==> config.mk <==
export PLATFORM = sky130hd
export DESIGN_NAME = sd_block_sched
export DESIGN_NICKNAME = d
export VERILOG_FILES = /design/src/rtl/sd_block_sched.sv
export SDC_FILE = /design/constraint.sdc
export NUM_CORES = 1
export LEC_CHECK = 0
export BUFFER_PORTS_ARGS = -buffer_cell sky130_fd_sc_hd__buf_2
export CAP_MARGIN = 20
export CELL_PAD_IN_SITES_DETAIL_PLACEMENT = 2
export CELL_PAD_IN_SITES_GLOBAL_PLACEMENT = 2
export CORE_AREA = 2 2 170 172
export DETAILED_ROUTE_END_ITERATION = 10
export DIE_AREA = 0 0 172 174
export GPL_TIMING_DRIVEN = 0
export HOLD_SLACK_MARGIN = 0.05
export PLACE_DENSITY = 0.73
export SYNTH_ARGS = -nofsm -noshare
export SYNTH_HDL_FRONTEND = slang
export SYNTH_SLANG_ARGS = --single-unit
export TNS_END_PERCENT = 100
==> constraint.sdc <==
create_clock -name clk_50 -period 2.7 [get_ports clk_50]
set_input_delay 0.54 -clock clk_50 [delete_from_list [all_inputs] [get_ports clk_50]]
set_output_delay 0.54 -clock clk_50 [all_outputs]
set_load 0.005 [all_outputs]
==> src/rtl/sd_block_sched.sv <==
// sd_block_sched: shares the single host block port between link block reads and writes.
// Optional SD_BLOCK_SCHED_TIMEOUT_EN adds a wait-state watchdog driving sticky err_timeout.
module sd_block_sched #(
   parameter int CNT_W          = 16,
   parameter int TIMEOUT_CYCLES = 1000000
) (
   input  logic             clk_50,
   input  logic             reset_n,
   input  logic             block_read_act,
   input  logic [31:0]      block_read_addr,
   input  logic [31:0]      block_read_num,
   input  logic             block_read_stop,
   output logic             block_read_go,
   input  logic             block_write_act,
   input  logic [31:0]      block_write_addr,
   output logic             block_write_done,
   output logic             host_req,
   output logic             host_we,
   output logic [31:0]      host_addr,
   input  logic             host_ack,
   input  logic             host_done,
   output logic             busy,
   output logic [CNT_W-1:0] blocks_read,
   output logic [CNT_W-1:0] blocks_written,
   output logic             err_timeout,
   output logic [2:0]       dbg_state
);

   // Host port handshake: host_req is held with host_we/host_addr stable until host_ack
   // is sampled high; host_req drops the following cycle, and host_done later pulses once
   // when the block has been moved.
   typedef enum logic [2:0] {
      IDLE    = 3'd0,
      RD_REQ  = 3'd1,
      RD_WAIT = 3'd2,
      RD_GO   = 3'd3,
      WR_REQ  = 3'd4,
      WR_WAIT = 3'd5,
      WR_DONE = 3'd6,
      DRAIN   = 3'd7
   } state_t;

   state_t      state;
   logic        rd_act_q;
   logic        wr_act_q;
   logic        pend_rd;
   logic        pend_wr;
   logic [31:0] addr;
   logic [31:0] rem;
   logic        rd_rise;
   logic        wr_rise;
   logic        rd_abort;

   if (TIMEOUT_CYCLES < 2) begin : g_tmo_check
      $error("sd_block_sched: TIMEOUT_CYCLES must be at least 2");
   end

   assign rd_rise   = block_read_act & ~rd_act_q;
   assign wr_rise   = block_write_act & ~wr_act_q;
   assign rd_abort  = block_read_stop | ~block_read_act;
   assign busy      = (state != IDLE);
   assign dbg_state = state;

`ifdef SD_BLOCK_SCHED_TIMEOUT_EN
   localparam int TMO_W = $clog2(TIMEOUT_CYCLES + 1);

   logic [TMO_W-1:0] tmo_cnt;
   logic [TMO_W-1:0] tmo_eff;
   state_t           tmo_state;
   logic             tmo_run;
   logic             tmo_hit;

   // tmo_eff is the number of cycles already spent in the current state.
   assign tmo_run = (state == RD_REQ) || (state == RD_WAIT) || (state == WR_REQ) ||
                    (state == WR_WAIT) || (state == DRAIN);
   assign tmo_eff = (state != tmo_state) ? '0 : tmo_cnt;
   assign tmo_hit = tmo_run && (tmo_eff == TMO_W'(TIMEOUT_CYCLES - 1));

   always_ff @(posedge clk_50 or negedge reset_n) begin
      if (!reset_n) begin
         tmo_cnt   <= '0;
         tmo_state <= IDLE;
      end else begin
         tmo_state <= state;
         tmo_cnt   <= tmo_run ? tmo_eff + TMO_W'(1) : '0;
      end
   end
`else
   assign err_timeout = 1'b0;
`endif

   always_ff @(posedge clk_50 or negedge reset_n) begin
      if (!reset_n) begin
         state            <= IDLE;
         rd_act_q         <= 1'b0;
         wr_act_q         <= 1'b0;
         pend_rd          <= 1'b0;
         pend_wr          <= 1'b0;
         addr             <= '0;
         rem              <= '0;
         host_req         <= 1'b0;
         host_we          <= 1'b0;
         host_addr        <= '0;
         block_read_go    <= 1'b0;
         block_write_done <= 1'b0;
         blocks_read      <= '0;
         blocks_written   <= '0;
`ifdef SD_BLOCK_SCHED_TIMEOUT_EN
         err_timeout      <= 1'b0;
`endif
      end else begin
         rd_act_q         <= block_read_act;
         wr_act_q         <= block_write_act;
         block_read_go    <= 1'b0;
         block_write_done <= 1'b0;
         if (rd_rise) pend_rd <= 1'b1;
         if (wr_rise) pend_wr <= 1'b1;
`ifdef SD_BLOCK_SCHED_TIMEOUT_EN
         if (tmo_hit) begin
            err_timeout <= 1'b1;
            host_req    <= 1'b0;
            pend_rd     <= 1'b0;
            pend_wr     <= 1'b0;
            state       <= IDLE;
         end else
`endif
         begin
            case (state)
               IDLE: begin
                  // Writes go first so the link's single write buffer is freed early.
                  if (pend_wr) begin
                     pend_wr   <= wr_rise;
                     host_req  <= 1'b1;
                     host_we   <= 1'b1;
                     host_addr <= block_write_addr;
                     state     <= WR_REQ;
                  end else if (pend_rd) begin
                     pend_rd   <= rd_rise;
                     addr      <= block_read_addr;
                     rem       <= block_read_num;
                     host_req  <= 1'b1;
                     host_we   <= 1'b0;
                     host_addr <= block_read_addr;
                     state     <= RD_REQ;
                  end
               end
               RD_REQ: begin
                  if (host_ack) begin
                     host_req <= 1'b0;
                     state    <= rd_abort ? DRAIN : RD_WAIT;
                  end else if (rd_abort) begin
                     host_req <= 1'b0;
                     state    <= IDLE;
                  end
               end
               RD_WAIT: begin
                  // An abort coinciding with host_done needs no drain: the block is already over.
                  if (rd_abort) begin
                     state <= host_done ? IDLE : DRAIN;
                  end else if (host_done) begin
                     block_read_go <= 1'b1;
                     blocks_read   <= blocks_read + CNT_W'(1);
                     state         <= RD_GO;
                  end
               end
               RD_GO: begin
                  addr <= addr + 32'd1;
                  if ((rem == 32'd1) || rd_abort) begin
                     state <= IDLE;
                  end else begin
                     if (rem != 32'd0) rem <= rem - 32'd1;
                     host_req  <= 1'b1;
                     host_we   <= 1'b0;
                     host_addr <= addr + 32'd1;
                     state     <= RD_REQ;
                  end
               end
               WR_REQ: begin
                  if (host_ack) begin
                     host_req <= 1'b0;
                     state    <= WR_WAIT;
                  end
               end
               WR_WAIT: begin
                  if (host_done) begin
                     block_write_done <= 1'b1;
                     blocks_written   <= blocks_written + CNT_W'(1);
                     state            <= WR_DONE;
                  end
               end
               WR_DONE: state <= IDLE;
               DRAIN: begin
                  if (host_done) state <= IDLE;
               end
               default: state <= IDLE;
            endcase
         end
      end
   end

endmodule

==> impl.org <==
** Run status
- Run status :: complete, no violations

** Synthesis
- Fraction of synthesized cell area taken by the top area cell type :: 0.4352
- The cell area that synthesis handed to floorplanning was 7993 µm².
- After synthesis, the most frequently instantiated cells are dfrtp_1, nand2_1, o21ai_0.
- Sequential-to-total area share from yosys stat :: 0.4352
- Cell type with the highest aggregate area in the netlist :: dfrtp_1
- Synthesis produced a netlist with a net count of 1050.
- In the synthesized netlist the dominant register cell turns out to be dfrtp_1.
- For this run, the number of Yosys warnings is 0.
- The average instance in the mapped netlist occupies 8.485 µm².
- Yosys mapped the design onto 58 distinct sky130hd cell types.
- Synthesis handed over a netlist of 942 instances.
- By instance count, the leading cell after synthesis is dfrtp_1.
- Counting flops with a built-in enable in the synthesized netlist gives 0.
- After synthesis the netlist holds a flip-flop and latch count of 139.
- Sorting the synthesized cells by area gives the leading types as dfrtp_1, o21ai_0, nand2_1.
- After synthesis, the share of flip-flops with an asynchronous set or reset is 1.000.

** Clocking
- The cell sitting at the root of the clock tree is a clkbuf_16.
- In this run, post-CTS hold repair placed 0 buffers.
- TritonCTS built the clock tree.
- The clock passes through at most 2 buffers.
- The number of clock buffers added by TritonCTS is 17.
- In this run the number of H-tree levels came out at 4.
- CTS saw 139 sinks.
- The later pin in the worst-skew pair is clocked with a latency of 0.44 ns.
- Post-CTS clock slew at the launch and capture registers of the worst setup and hold paths :: 0.08 ns

** Timing
- Fmax :: 384.4 MHz
- Final min period :: 2.602 ns
- The max-slew violation total from the final report came to 0.
- Summed negative setup slack over all endpoints :: 0 ns
- Smallest setup slack after layout :: 0.09831 ns
- Setup violations remaining at the end of the flow were counted as 0.
- Worst Clk Skew :: 0.01855 ns
- Hold Violations, Final :: 0
- At the pin with the least slew margin, the transition time is 0.8893 ns.
- Final Hold Slack :: 0.1566 ns
- Final critical-path share of the clock period :: 0.9636
- The worst pin sits at a relative slew slack of 0.4072.

** Layout
- For this run, the post-layout net count is 1251.
- After the flow finishes, the layout carries non-filler instances totaling 1542.
- Final instance area :: 10230 µm²
- Share of layout cells above drive strength 1 :: 0.2327
- The filler cells instantiated in the layout total 3295.
- Layout Area Growth over Synthesis :: 27.99%

** Pwr
- VDD sags by at most 552.9 µV.
- Summed over all cells, the static leakage comes to 4.543 nW.
- P per Cell Area :: 1073 nW/µm²

** Floorplanning
- Die outline height :: 174 µm
- The floorplan step defined a die boundary enclosing 29930 µm².
- Initial Util :: 0.2831
- Die W :: 172 µm
- Rows :: 62
- Number of top-level pins :: 176
- After floorplanning, the core was sized to cover 28240 µm².

** Routing
- Once detail routing completed, the nets flagged for antenna violations numbered 0.
- For this run, design rule violations remaining after detail routing come to 0.
- Detailed-routing iteration count for the pre-antenna-repair pass :: 7
- Summed over all nets, wire length on met3 after detailed routing comes to 1.209 mm.
- Using the TritonRoute via totals, the vias-per-cell ratio works out to 5.299.
- The routed design uses 16.00 mm of met2 wire.
- Violation count after the first detailed-route iteration :: 390
- Summed over all layers, the routed wires come to 33.47 mm.
- Routed metal-1 wirelength :: 15.58 mm
- Wire length per cell :: 21.71 µm
- Via total after detailed routing :: 8171
- In this run the top signal layer used is met4.

** Worst setup path
- Critical path's top delay family :: simple AND/OR/NAND/NOR gates
- The critical path goes through or4_4 -> nand3b_1 -> or3_1 -> clkbuf_1 -> o41ai_1 -> nand2_1 -> a22o_1.
- STA classifies the critical path startpoint as a flip-flop.
- The critical path is of the reg -> reg type.
- Across all register-to-register paths, the minimum setup slack is 0.1 ns.
- At the worst endpoint, the required time is 3.02 ns.
- STA classifies the critical path endpoint as a flip-flop.
- Together, buffers and inverters on the worst path number 1.
- Arrival time reported for the critical path endpoint :: 2.93 ns
- Worst path max stage delay :: 0.55 ns
- Biggest fanout along the worst timing path :: 8
- For this design, the slowest cell found on the critical path is or4_4.

** GRT
- Via count of the first global-routing pass :: 8867
- For this run, the total global-route usage over all layers was measured as 0.2268.
- Initial antenna violation count :: 2
- Global routing finished with a remaining overflow of 0.
- Largest net degree at the start of global routing :: 80
- The first global-routing pass estimated 51.87 mm of wire.

** Place
- Post-DP HPWL :: 24.52 mm
- After detailed placement, the total cell area comes to 9385 µm².
- Number of buffers inserted by port buffering :: 174
- Timing analysis after detailed placement gives a worst setup slack of -0.5054 ns.
- Placed Cells incl. Taps :: 1502
- Routability-driven placement finished with a final weighted congestion of 0.8084.

** Min path
- Class of the tightest hold or removal check :: in -> async

** Run
- Max-cap violations in this run came to 0.
## worst register-to-register path: cells and delay by family, from the launching register on
kind	cells	cell delay (ns)
compound gates	2	0.54
buf+inv	1	0.22
flops	1	0.45
simple gates	4	1.28
## state kept, by name, indices dropped and copies added (netlist names)
register and cells:
block_read_go 1, host_addr 32, host_we 1, block_write_done 1, pend_rd 1, rd_act_q 1
wr_act_q 1, rem 32, pend_wr 1, addr 32, blocks_written 16, host_req 1
dbg_state 3, blocks_read 16
## routing by layer
| metal | vias to the layer above | track usage |
|---|---|---|
| met5 | - | 0 |
| met3 | 36 | 0.03188 |
| met4 | 0 | 0.06618 |
| met1 | 4156 | 0.3074 |
| met2 | 182 | 0.3752 |
| li1 | 3797 | - |
## metrics by stage
stage / total power, W / util
global route: 0.01180 / 0.3622
finish: 0.01097 / 0.3623
CTS: 0.01103 / 0.3594
detailed placement: 0.008234 / 0.3324
floorplan: 0.006319 / -
global placement: 0.008015 / 0.3309
## kinds of logic (layout without fill, tap and decap cells)
kind of cell / count (synthesis) / count (layout) / synth area share
multiplexers: 32 / 32 / 0.04070
XOR/XNOR: 60 / 60 / 0.06575
other: 1 / 3 / 0.0004692
buffers and inverters: 77 / 291 / 0.03961
adder cells (fa/ha/maj): 5 / 5 / 0.007827
AO/OA/AOI/OAI: 287 / 287 / 0.2073
flip-flops: 139 / 139 / 0.4352
AND/OR/NAND/NOR: 341 / 341 / 0.2032
## cell type report
type | count | area, µm² | area share
diodes | 2 | 5.005 | 0.0004892
plain buffers | 62 | 321.6 | 0.03143
clock buffers | 17 | 425.4 | 0.04159
clock inverters | 15 | 196.4 | 0.01920
inverters | 14 | 52.55 | 0.005137
multi-input cells | 726 | 4304 | 0.4207
flip-flops and latches | 139 | 3480 | 0.3401
well taps | 384 | 480.5 | 0.04697
repair buffers | 183 | 964.7 | 0.09430
## power breakdown
part	switching [W]	internal [W]	total, W	leakage [nW]
registers	0.000860	0.00289	0.00375	1.70
clock network	0.00113	0.00142	0.00255	0.307
logic	0.00287	0.00180	0.00467	2.54
## placed cells by master (no fill, tap or decap), types with 32 or more instances in the layout
master and n:
xnor2_1 51, buf_2 176, dfrtp_1 138, nand3_1 32, nor2_1 67, o21ai_0 104
a21oi_1 90, clkbuf_1 36, nand2_1 125
## final timing paths
kind                                     from                       endpoint  depth (start not counted)
hold / removal                        reset_n  blocks_written[8]$_DFFE_PN0P_                          1
setup reg to reg           rem[5]$_DFFE_PN0P_            rem[27]$_DFFE_PN0P_                          7
min in group clk_50           block_write_act             wr_act_q$_DFF_PN0_                          1
setup / recovery           rem[5]$_DFFE_PN0P_            rem[27]$_DFFE_PN0P_                          7
max in group asynchronous             reset_n            addr[2]$_DFFE_PN0P_                          2
hold reg to reg            rd_act_q$_DFF_PN0_              pend_rd$_DFF_PN0_                          1
## timing repair
item | CTS | global route
gates cloned | 2 | 0
endpoints found under the setup margin | 77 | 58
setup buffers | 1 | 4
gates resized for setup | 34 | 19
pin swaps | 5 | 2
Note: power is estimated with default switching activity, not from simulation.
